$ cat config.mk
export PLATFORM = sky130hd
export DESIGN_NAME = fetch_unit
export DESIGN_NICKNAME = d
export VERILOG_FILES = /design/src/rtl/fetch_pkg.sv /design/src/rtl/fetch_unit_pc_reg.sv /design/src/rtl/fetch_unit.sv
export SDC_FILE = /design/constraint.sdc
export NUM_CORES = 1
export LEC_CHECK = 0
export ABC_CLOCK_PERIOD_IN_PS = 3100
export BUFFER_PORTS_ARGS = -buffer_cell sky130_fd_sc_hd__buf_4
export CAP_MARGIN = 15
export CELL_PAD_IN_SITES_DETAIL_PLACEMENT = 0
export CELL_PAD_IN_SITES_GLOBAL_PLACEMENT = 2
export CORE_MARGIN = 4
export CORE_UTILIZATION = 33
export CTS_CLUSTER_DIAMETER = 150
export DETAILED_ROUTE_END_ITERATION = 10
export PLACE_DENSITY_LB_ADDON = 0.12
export SETUP_SLACK_MARGIN = 0.2
export SYNTH_ARGS = -nofsm -noshare
export SYNTH_HDL_FRONTEND = slang
export SYNTH_SLANG_ARGS = --single-unit
$ cat constraint.sdc
create_clock -name clk -period 3.1 [get_ports clk]
set_input_delay 0.155 -clock clk [delete_from_list [all_inputs] [get_ports clk]]
set_output_delay 0.155 -clock clk [all_outputs]
set_load 0.05 [all_outputs]
$ cat src/rtl/fetch_pkg.sv
// Shared types and constants for the WISC instruction fetch stage.
package fetch_pkg;

    typedef enum logic [2:0] {
        ST_IDLE  = 3'd0,
        ST_REQ   = 3'd1,
        ST_DRAIN = 3'd2,
        ST_FULL  = 3'd3,
        ST_HALT  = 3'd4
    } fetch_state_t;

    typedef enum logic [1:0] {
        PC_HOLD     = 2'd0,
        PC_INC      = 2'd1,
        PC_REDIRECT = 2'd2
    } pc_sel_t;

    localparam logic [15:0] INSTR_NOP = 16'h0800;
    localparam logic [4:0]  OPC_HALT  = 5'b00000;
    localparam int          OPC_MSB   = 15;
    localparam int          OPC_LSB   = 11;

    function automatic logic is_halt_opcode(input logic [15:0] word);
        return word[OPC_MSB:OPC_LSB] == OPC_HALT;
    endfunction

endpackage

$ cat src/rtl/fetch_unit_pc_reg.sv
// Program counter register with hold / +2 / redirect next-value selection.
module pc_reg
    import fetch_pkg::*;
#(
    parameter logic [15:0] RESET_PC = 16'h0000
) (
    input  logic        clk,
    input  logic        rst_n,
    input  pc_sel_t     i_sel,
    input  logic [15:0] i_redirect_pc,
    output logic [15:0] o_pc,
    output logic [15:0] o_pc_plus2
);

    logic [15:0] r_pc;
    logic [15:0] w_pc_next;
    logic [15:0] w_redirect_aligned;

    // Instructions are halfword aligned, so a target's bit 0 is dropped.
    assign w_redirect_aligned = i_redirect_pc & 16'hFFFE;
    assign o_pc_plus2         = r_pc + 16'd2;
    assign o_pc               = r_pc;

    always_comb begin
        w_pc_next = r_pc;
        case (i_sel)
            PC_INC:      w_pc_next = o_pc_plus2;
            PC_REDIRECT: w_pc_next = w_redirect_aligned;
            default:     w_pc_next = r_pc;
        endcase
    end

    always_ff @(posedge clk or negedge rst_n) begin
        if (!rst_n) begin
            r_pc <= RESET_PC & 16'hFFFE;
        end else begin
            r_pc <= w_pc_next;
        end
    end

endmodule

$ cat src/rtl/fetch_unit.sv
// WISC fetch stage: one outstanding imem read, valid/ready to decode, redirect and halt.
// Optional FETCH_SELF_HALT_EN: a fetched HALT opcode stops fetch once decode accepts it.
module fetch_unit
    import fetch_pkg::*;
#(
    parameter logic [15:0] RESET_PC = 16'h0000
) (
    input  logic        clk,
    input  logic        rst_n,
    output logic        imem_req,
    output logic [15:0] imem_addr,
    input  logic        imem_valid,
    input  logic [15:0] imem_data,
    output logic        instr_valid,
    output logic [15:0] instruction,
    output logic [15:0] pc_plus2,
    input  logic        instr_ready,
    input  logic        redirect_valid,
    input  logic [15:0] redirect_pc,
    input  logic        halt_dec,
    output logic        halted,
    output logic        err
);

    fetch_state_t r_state;
    fetch_state_t w_next_state;
    pc_sel_t      w_pc_sel;
    logic [15:0]  w_pc;
    logic [15:0]  w_pc_plus2;
    logic [15:0]  r_stale_addr;
    logic [15:0]  r_instr;
    logic [15:0]  r_pc_plus2;
    logic         r_err;
    logic         w_load;
    logic         w_set_err;
`ifdef FETCH_SELF_HALT_EN
    logic         r_self_halt;
`endif

    pc_reg #(
        .RESET_PC (RESET_PC)
    ) u_pc_reg (
        .clk           (clk),
        .rst_n         (rst_n),
        .i_sel         (w_pc_sel),
        .i_redirect_pc (redirect_pc),
        .o_pc          (w_pc),
        .o_pc_plus2    (w_pc_plus2)
    );

    // Redirect beats halt_dec everywhere: a HALT decoded alongside a redirect is wrong-path.
    always_comb begin
        w_next_state = r_state;
        w_pc_sel     = PC_HOLD;
        w_load       = 1'b0;
        w_set_err    = 1'b0;
        case (r_state)
            ST_IDLE: begin
                w_set_err = imem_valid;
                if (redirect_valid) begin
                    w_pc_sel     = PC_REDIRECT;
                    w_next_state = ST_REQ;
                end else if (halt_dec) begin
                    w_next_state = ST_HALT;
                end else begin
                    w_next_state = ST_REQ;
                end
            end
            ST_REQ: begin
                if (redirect_valid) begin
                    w_pc_sel     = PC_REDIRECT;
                    w_next_state = imem_valid ? ST_REQ : ST_DRAIN;
                end else if (halt_dec) begin
                    w_next_state = ST_HALT;
                end else if (imem_valid) begin
                    w_load       = 1'b1;
                    w_pc_sel     = PC_INC;
                    w_next_state = ST_FULL;
                end
            end
            ST_DRAIN: begin
                if (redirect_valid) begin
                    w_pc_sel     = PC_REDIRECT;
                    w_next_state = imem_valid ? ST_REQ : ST_DRAIN;
                end else if (halt_dec) begin
                    w_next_state = ST_HALT;
                end else if (imem_valid) begin
                    w_next_state = ST_REQ;
                end
            end
            ST_FULL: begin
                w_set_err = imem_valid;
                if (redirect_valid) begin
                    w_pc_sel     = PC_REDIRECT;
                    w_next_state = ST_REQ;
                end else if (halt_dec) begin
                    w_next_state = ST_HALT;
                end else if (instr_ready) begin
`ifdef FETCH_SELF_HALT_EN
                    w_next_state = r_self_halt ? ST_HALT : ST_REQ;
`else
                    w_next_state = ST_REQ;
`endif
                end
            end
            ST_HALT: begin
                w_set_err = imem_valid;
            end
            default: begin
                w_next_state = ST_IDLE;
            end
        endcase
    end

    always_ff @(posedge clk or negedge rst_n) begin
        if (!rst_n) begin
            r_state      <= ST_IDLE;
            r_stale_addr <= RESET_PC & 16'hFFFE;
            r_instr      <= INSTR_NOP;
            r_pc_plus2   <= 16'h0000;
            r_err        <= 1'b0;
        end else begin
            r_state <= w_next_state;
            if (r_state == ST_REQ) begin
                r_stale_addr <= w_pc;
            end
            if (w_load) begin
                r_instr    <= imem_data;
                r_pc_plus2 <= w_pc_plus2;
            end
            if (w_set_err) begin
                r_err <= 1'b1;
            end
        end
    end

`ifdef FETCH_SELF_HALT_EN
    always_ff @(posedge clk or negedge rst_n) begin
        if (!rst_n) begin
            r_self_halt <= 1'b0;
        end else if (w_load) begin
            r_self_halt <= is_halt_opcode(imem_data);
        end
    end
`endif

    // DRAIN keeps presenting the abandoned address while pc already holds the target.
    assign imem_req    = (r_state == ST_REQ) || (r_state == ST_DRAIN);
    assign imem_addr   = (r_state == ST_DRAIN) ? r_stale_addr : w_pc;
    assign instr_valid = (r_state == ST_FULL);
    assign instruction = instr_valid ? r_instr : INSTR_NOP;
    assign pc_plus2    = r_pc_plus2;
    assign halted      = (r_state == ST_HALT);
    assign err         = r_err;

endmodule

==> flow_metrics.py, run 1 <==
metrics = {
    "route": {
        "drt-total-wl_microns": 8277,
        "drtPass1Iterations": 4,
        "drc": 0,
        "route.detailed.vias_per_inst": 4.860,
        "detailedRoute.firstIterationViolations": 104,
        "route.vias.total": 2576,
        "antenna_violating_nets_post_route": 0,
        "detail_route.wl_per_cell_microns": 15.62,
    },
    "setup_path": {
        "timing.setup.critical_path_class": "flip-flop to flip-flop",
        "path_cells": "nor3b_4 -> nand3_4 -> ha_1 -> buf_4 -> or2_1 -> or4_1 -> nand3_1",
        "regToRegSetupSlack_ns": 0.76,
        "worstSetupEndpointType": "flip-flop",
        "cp_slowest_stage_delay_ns": 0.52,
        "timing.critical_path.required_ns": 3.37,
        "worst_path_cell_with_the_longest_stage_delay": "sky130_fd_sc_hd__or4_1",
        "reg2regPathDepth": 7,
        "startpoint_type": "flip-flop",
        "path_max_fanout": 33,
        "worstPathArrival_ns": 2.62,
    },
    "flow_run": {
        "maxCapViolCount": 0,
    },
    "clock_tree": {
        "ctsLongestPathBuffers": 2,
        "path_clk_slew_ns": 0.08,
        "cts_inserted_buffers": 9,
        "root_buffer": "sky130_fd_sc_hd__clkbuf_8",
        "clock_sinks": 65,
        "clock_tree.htree_level_count": 3,
        "buffers_inserted_by_post_cts_timing_repair": 0,
        "clock_tree_from_tritoncts": "built",
        "clk-insertion-delay-late_ns": 0.33,
    },
    "pwr": {
        "power.sequential.fraction": 0.330,
        "power_frac_comb": 0.523,
        "clkPwrFrac": 0.147,
        "power_report.internal_total_mw": 2.633,
        "power-per-cell-area_nw_per_um2": 1120,
        "total_leakage_power_nw": 1.955,
        "power.ir.vdd_worst_uv": 519.5,
        "power.share.switching": 0.4614,
        "total_switching_power_mw": 2.256,
        "post-layout-total-power_mw": 4.889,
    },
    "sta": {
        "timing.final.setup_violations": 0,
        "worst_hold_slack_ns": 0.04617,
        "clock.fmax_mhz": 427.0,
        "worst_slew_pin_slew_ns": 0.8638,
        "report.final.slew_viol_count": 0,
        "hold_viol_final": 0,
        "rsz0062_at_grt": "false",
        "layout_worst_path_cycle_share": 0.7554,
        "setup_total_negative_slack_ns": 0,
        "worst_clock_skew_ns": 0.01035,
        "fin_crit_ns": 2.342,
        "slew_hr": 0.4242,
    },
    "global_route": {
        "groute.usage.overall": 0.1394,
        "largest_net_degree_at_the_start_of_global_routing": 66,
        "grt.overflow.total": 0,
        "first_global_vias": 2618,
        "wire_length_of_the_first_global_routing_pass_microns": 13900,
        "grt_antenna_before_repair": 0,
    },
    "floorplan": {
        "io-pin-count": 90,
        "die_footprint_sq_um": 12190,
        "row_count": 37,
        "core_area_sq_um": 10280,
        "die_width_microns": 110.4,
        "die-height_microns": 110.4,
        "start_util": 0.3369,
    },
    "cells_and_area": {
        "antennaDiodeCount": 0,
        "drive_above_1_share": 0.4086,
        "final_cell_area_sq_um": 4365,
        "layout.core_utilization": 0.4248,
        "layout_common_cells": "sky130_fd_sc_hd__buf_4 (91), sky130_fd_sc_hd__dfrtp_1 (64), sky130_fd_sc_hd__mux2_2 (35)",
        "ff_latch_area_sq_um": 1628,
        "layout_commonest_cell": "sky130_fd_sc_hd__buf_4",
        "filler_cell_count": 1022,
        "layout-area-overhead-vs-synth_pct": 26.09,
        "multi_input_comb_area_sq_um": 1675,
        "design.final.nets": 429,
    },
    "hold_path": {
        "timing.hold.worst.class": "primary input to flip-flop",
        "min_delay_path_depth": 2,
    },
    "placed_design": {
        "port-buffer-count": 86,
        "globalplace.congestion": 0.6954,
        "placed_cell_area_sq_um": 4160,
        "dp.final_hpwl_microns": 5388,
    },
    "yosys": {
        "synthesis.instances": 315,
        "synth.yosys.warnings": 0,
        "synth.lib_cells_used.distinct": 51,
        "synthXorXnorAreaFrac": 0.03289,
        "synth_ff_type": "sky130_fd_sc_hd__dfrtp_1",
        "largest_family_of_logic_cells_by_synthesized_area": "multiplexers",
        "synthArstFlopShare": 1.000,
        "synth_seq_cells": 65,
        "avgSynthCellArea_sq_um": 10.99,
        "netlist_area_sq_um": 3462,
        "synth_compound_gate_area_share": 0.1030,
        "synth_enable_flop_cells": 0,
        "synth-simple-area-share": 0.1681,
        "synthAdderAreaFrac": 0.007228,
        "post_synthesis_mux_area_share": 0.1706,
        "synth.yosys.seq_area_share": 0.4702,
    },
    "status": {
        "run_status": "finished, final reports clean",
    },
}
[cell type report]
class | count | share of cell area
sequential | 65 | 0.3729
multi-input combinational | 220 | 0.3838
clock buffer | 9 | 0.02837
inverter | 1 | 0.0008598
tap | 136 | 0.03898
timing repair buffer | 92 | 0.1588
clock inverter | 7 | 0.01634
[registers in the layout (all words and copies together), names as in the netlist]
name	count
err	1
r_state	3
u_pc_reg.o_pc	15
r_instr	16
r_stale_addr	15
pc_plus2	15
[cells in the mapped netlist, drive strengths merged (2+ instances only)]
| cell | number | share of area |
|---|---|---|
| ha | 2 | 0.0072 |
| nor3 | 3 | 0.0043 |
| mux2i | 2 | 0.0058 |
| clkbuf | 15 | 0.017 |
| nor2b | 4 | 0.0072 |
| nand2 | 22 | 0.024 |
| nand3b | 7 | 0.015 |
| o21ai | 28 | 0.040 |
| nor3b | 2 | 0.0090 |
| a22oi | 8 | 0.017 |
| o2bb2ai | 2 | 0.0051 |
| nand2b | 4 | 0.0072 |
| o311ai | 5 | 0.013 |
| or4 | 2 | 0.0043 |
| and4 | 4 | 0.010 |
| a21oi | 8 | 0.012 |
| nor2 | 14 | 0.015 |
| and3b | 2 | 0.0051 |
| o21bai | 2 | 0.0043 |
| nand4 | 4 | 0.012 |
| and2 | 18 | 0.033 |
| nand3 | 4 | 0.0094 |
| xnor2 | 6 | 0.015 |
| and3 | 3 | 0.0058 |
| dfrtp | 64 | 0.46 |
| xor2 | 7 | 0.018 |
| mux2 | 47 | 0.16 |
| buf | 15 | 0.029 |
[power groups by stage]
stage | clock, mW | combinational (mW) | sequential [mW]
floorplan | 0 | 1.80 | 1.74
global placement | 0 | 2.57 | 1.61
detailed placement | 0 | 2.58 | 1.63
CTS | 0.749 | 2.60 | 1.62
global route | 0.792 | 2.76 | 1.69
finish | 0.718 | 2.56 | 1.62
[worst max-delay path: cells and delay by family (launching register included)]
family	cells	cell delay [ns]
and+or+nand+nor	5	1.33
buffers and inverters	1	0.24
DFF	1	0.51
adders and majority gates	1	0.20
[repair_timing]
item / CTS / global route
gates resized for setup: 0 / 0
hold endpoints to repair: 64 / 0
hold buffers: 1 / 0
[cells by family (layout without fill, tap and decap cells)]
group / Yosys count / after routing
AND/OR/NAND/NOR: 96 / 96
flip-flops: 65 / 65
AO/OA/AOI/OAI: 58 / 58
multiplexers: 49 / 49
buffers and inverters: 31 / 109
XOR/XNOR: 13 / 13
adder cells (fa/ha/maj): 2 / 2
other: 1 / 2
[per-stage QoR]
| stage | setup slack, ns | std cells |
|---|---|---|
| floorplan | 0.4117 | 316 |
| global placement | 0.7917 | 513 |
| detailed placement | 0.7717 | 513 |
| CTS | 0.7419 | 530 |
| global route | 0.6024 | 530 |
| finish | 0.7583 | 530 |
[metal layers]
layer,wire (microns),track usage,vias up
li1,-,-,1263
met1,4238,0.1989,1232
met2,3545,0.2083,71
met3,395,0.02959,10
met4,97,0.04926,0
met5,0,0,-
[path summary, 6_finish.rpt]
check / from / end
setup / recovery: r_state[2] / u_pc_reg.o_pc[15]
hold / removal: imem_data[14] / r_instr[14]
setup reg to reg: r_state[2] / u_pc_reg.o_pc[15]
hold reg to reg: err / err
max in group asynchronous: rst_n / pc_plus2[11]
min in group asynchronous: rst_n / r_instr[7]
Note: power is estimated with default switching activity, not from simulation.
==> run 2: changes to the inputs <==
--- a/config.mk
+++ b/config.mk
@@ -5,13 +5,14 @@
 export SDC_FILE = /design/constraint.sdc
 export NUM_CORES = 1
 export LEC_CHECK = 0
-export ABC_CLOCK_PERIOD_IN_PS = 3100
+export ABC_AREA = 1
+export ABC_CLOCK_PERIOD_IN_PS = 2100
 export BUFFER_PORTS_ARGS = -buffer_cell sky130_fd_sc_hd__buf_4
 export CAP_MARGIN = 15
 export CELL_PAD_IN_SITES_DETAIL_PLACEMENT = 0
 export CELL_PAD_IN_SITES_GLOBAL_PLACEMENT = 2
 export CORE_MARGIN = 4
-export CORE_UTILIZATION = 33
+export CORE_UTILIZATION = 26
 export CTS_CLUSTER_DIAMETER = 150
 export DETAILED_ROUTE_END_ITERATION = 10
 export PLACE_DENSITY_LB_ADDON = 0.12
==> constraint.sdc (replaced) <==
create_clock -name clk -period 2.1 [get_ports clk]
set_input_delay 0.105 -clock clk [delete_from_list [all_inputs] [get_ports clk]]
set_output_delay 0.105 -clock clk [all_outputs]
set_load 0.05 [all_outputs]
==> flow_metrics.py, run 2 <==
metrics = {
    "status": {
        "run_status": "finished, final reports clean",
    },
    "setup_path": {
        "critical-path-top-delay-family": "buffers and inverters",
        "path_cells": "inv_1 -> nand3_2 -> inv_2 -> buf_6 -> nand2_1 -> o21ai_0 -> buf_4",
        "worstSetupEndpointType": "primary output",
        "timing.setup.critical_path_class": "flip-flop to primary output",
        "reg2reg_from": "r_state[1]",
        "worstPathArrival_ns": 1.64,
        "startpoint_type": "flip-flop",
        "timing.critical_path.required_ns": 2.00,
        "critPathBufInv": 4,
        "worst_path_cell_with_the_longest_stage_delay": "sky130_fd_sc_hd__dfrtp_1",
        "cp_slowest_stage_delay_ns": 0.43,
        "timing.critical_path.from": "r_state[0]",
        "path_max_fanout": 18,
    },
    "pwr": {
        "total_leakage_power_nw": 2.322,
        "power.ir.vdd_worst_uv": 671.5,
        "power-per-cell-area_nw_per_um2": 1665,
    },
    "cells_and_area": {
        "filler_cell_count": 1398,
        "layout_commonest_cell": "sky130_fd_sc_hd__nand2_1",
        "registers.top_by_ff_count": "r_instr",
        "layout-area-overhead-vs-synth_pct": 38.42,
        "antennaDiodeCount": 0,
        "largest_reg_flops": 16,
        "drive_above_1_share": 0.2297,
        "design.final.nets": 588,
        "final_cell_area_sq_um": 4634,
        "layout_common_cells": "sky130_fd_sc_hd__nand2_1 (149), sky130_fd_sc_hd__buf_4 (93), sky130_fd_sc_hd__dfrtp_1 (64)",
        "final-instance-count-excl-fill": 725,
    },
    "global_route": {
        "largest_net_degree_at_the_start_of_global_routing": 66,
        "wire_length_of_the_first_global_routing_pass_microns": 15340,
        "groute.usage.overall": 0.1329,
        "grt.overflow.total": 0,
        "first_global_vias": 3084,
        "grt_antenna_before_repair": 0,
    },
    "floorplan": {
        "die_width_microns": 121.5,
        "io-pin-count": 90,
        "die-height_microns": 121.5,
        "core_area_sq_um": 12620,
        "row_count": 41,
        "die_footprint_sq_um": 14760,
        "start_util": 0.2653,
    },
    "yosys": {
        "synth.yosys.warnings": 0,
        "netlist_area_sq_um": 3348,
        "synth_top_cells_by_area": "sky130_fd_sc_hd__dfrtp_1 (48%), sky130_fd_sc_hd__nand2_1 (17%), sky130_fd_sc_hd__o21ai_0 (8.8%)",
        "netlist.top_cell.by_area": "sky130_fd_sc_hd__dfrtp_1",
        "post-synth-top-count-cell": "sky130_fd_sc_hd__nand2_1",
        "synth_enable_flop_cells": 0,
        "synth.yosys.seq_area_share": 0.4862,
        "avgSynthCellArea_sq_um": 7.558,
        "synth.lib_cells_used.distinct": 32,
        "synth_ff_type": "sky130_fd_sc_hd__dfrtp_1",
        "synthesis.instances": 443,
        "yosys.area.top_type_share": 0.4783,
        "ys_top_cells_by_count": "sky130_fd_sc_hd__nand2_1 (149), sky130_fd_sc_hd__dfrtp_1 (64), sky130_fd_sc_hd__o21ai_0 (59)",
        "synthArstFlopShare": 1.000,
        "synth_seq_cells": 65,
    },
    "clock_tree": {
        "cts_inserted_buffers": 9,
        "path_clk_slew_ns": 0.05,
        "root_buffer": "sky130_fd_sc_hd__clkbuf_16",
        "clock_tree.htree_level_count": 3,
        "ctsLongestPathBuffers": 2,
        "clk-insertion-delay-late_ns": 0.33,
        "clock_sinks": 65,
        "buffers_inserted_by_post_cts_timing_repair": 0,
        "clock_tree_from_tritoncts": "built",
    },
    "sta": {
        "layout_worst_path_cycle_share": 0.8299,
        "report.final.slew_viol_count": 0,
        "clock.fmax_mhz": 573.8,
        "fin_crit_ns": 1.743,
        "rsz0062_at_grt": "false",
        "timing.final.setup_violations": 0,
        "worst_hold_slack_ns": 0.02258,
        "hold_viol_final": 0,
        "worst_slew_pin_slew_ns": 0.8866,
        "worst_clock_skew_ns": 0.007901,
        "slew_hr": 0.4089,
        "setup_total_negative_slack_ns": 0,
    },
    "route": {
        "detail_route.wl_per_cell_microns": 12.90,
        "antenna_violating_nets_post_route": 0,
        "detailedRoute.firstIterationViolations": 159,
        "route.vias.total": 3066,
        "drtPass1Iterations": 4,
        "route.detailed.vias_per_inst": 4.229,
        "drc": 0,
        "drt-total-wl_microns": 9352,
    },
    "flow_run": {
        "maxCapViolCount": 0,
    },
    "placed_design": {
        "dp.final_hpwl_microns": 6796,
        "placed_cell_area_sq_um": 4158,
        "globalplace.congestion": 0.7587,
        "dp.cells": 692,
        "port-buffer-count": 86,
    },
    "hold_path": {
        "timing.hold.worst.class": "primary input to flip-flop",
        "hold_path.startpoint": "redirect_pc[1]",
    },
}
run 2: cells by family (layout without fill, tap and decap cells):
group	count (synthesis)	in the layout	synth area share
and+or+nand+nor	226	226	0.2769
AOI/OAI and AO/OA	76	76	0.1196
buffers and inverters	66	175	0.09043
DFF	65	65	0.4862
xor gates and xnor gates	7	7	0.01831
adders and majority gates	2	2	0.007473
other	1	2	0.001120
run 2: path summary, 6_finish.rpt:
path                                           to  slack (ns)  cells after the start
worst max-delay path                 imem_addr[7]        0.36                      7
min in group asynchronous         r_stale_addr[3]        0.41                      2
max in group asynchronous        u_pc_reg.o_pc[1]        1.07                      2
worst min register to register        r_instr[11]        0.46                      2
worst max register to register  u_pc_reg.o_pc[12]        0.40                      9
worst min-delay path             u_pc_reg.o_pc[1]        0.02                      3
run 2: power by group:
group	internal, mW	switching, mW	leakage, nW
Combinational	1.23	2.83	1.38
Sequential	1.85	0.388	0.801
Clock	0.856	0.552	0.137
Total	3.94	3.77	2.32
run 2: what timing repair did:
action	in CTS	in global routing
endpoints found under the hold margin	80	0
hold buffers	17	0
endpoints found under the setup margin	2	19
pin swaps	0	0
resized for setup	1	6
cloned	0	0
run 2: worst min-delay path, delay by kind of cell:
family / cells / cell delay (ns)
compound gates: 2 / 0.12
buf+inv: 1 / 0.08
run 2: metrics by stage:
step	util	worst slack, ns	total power, mW
CTS	0.3658	0.2344	7.853
finish	0.3672	0.3571	7.715
global route	0.3672	0.2202	8.330
detailed placement	0.3295	0.3490	6.356
floorplan	-	0.08326	5.085
global placement	0.3295	0.3490	6.326
run 2: final cells by class:
| cell class | instances | area (sq um) | area share |
|---|---|---|---|
| clock inverters | 5 | 30.03 | 0.006479 |
| repair buffers | 113 | 902.1 | 0.1947 |
| flip-flops and latches | 65 | 1628 | 0.3512 |
| inverters | 46 | 175.2 | 0.03780 |
| multi-input cells | 313 | 1431 | 0.3089 |
| well taps | 172 | 215.2 | 0.04644 |
| clock buffers | 11 | 252.7 | 0.05454 |
run 2: metal layers:
layer,track usage,up-vias,share of wire
met5,0,-,0
met4,0.03992,0,0.013
met2,0.2235,71,0.49
met1,0.1676,1382,0.44
li1,-,1602,-
met3,0.03403,11,0.048
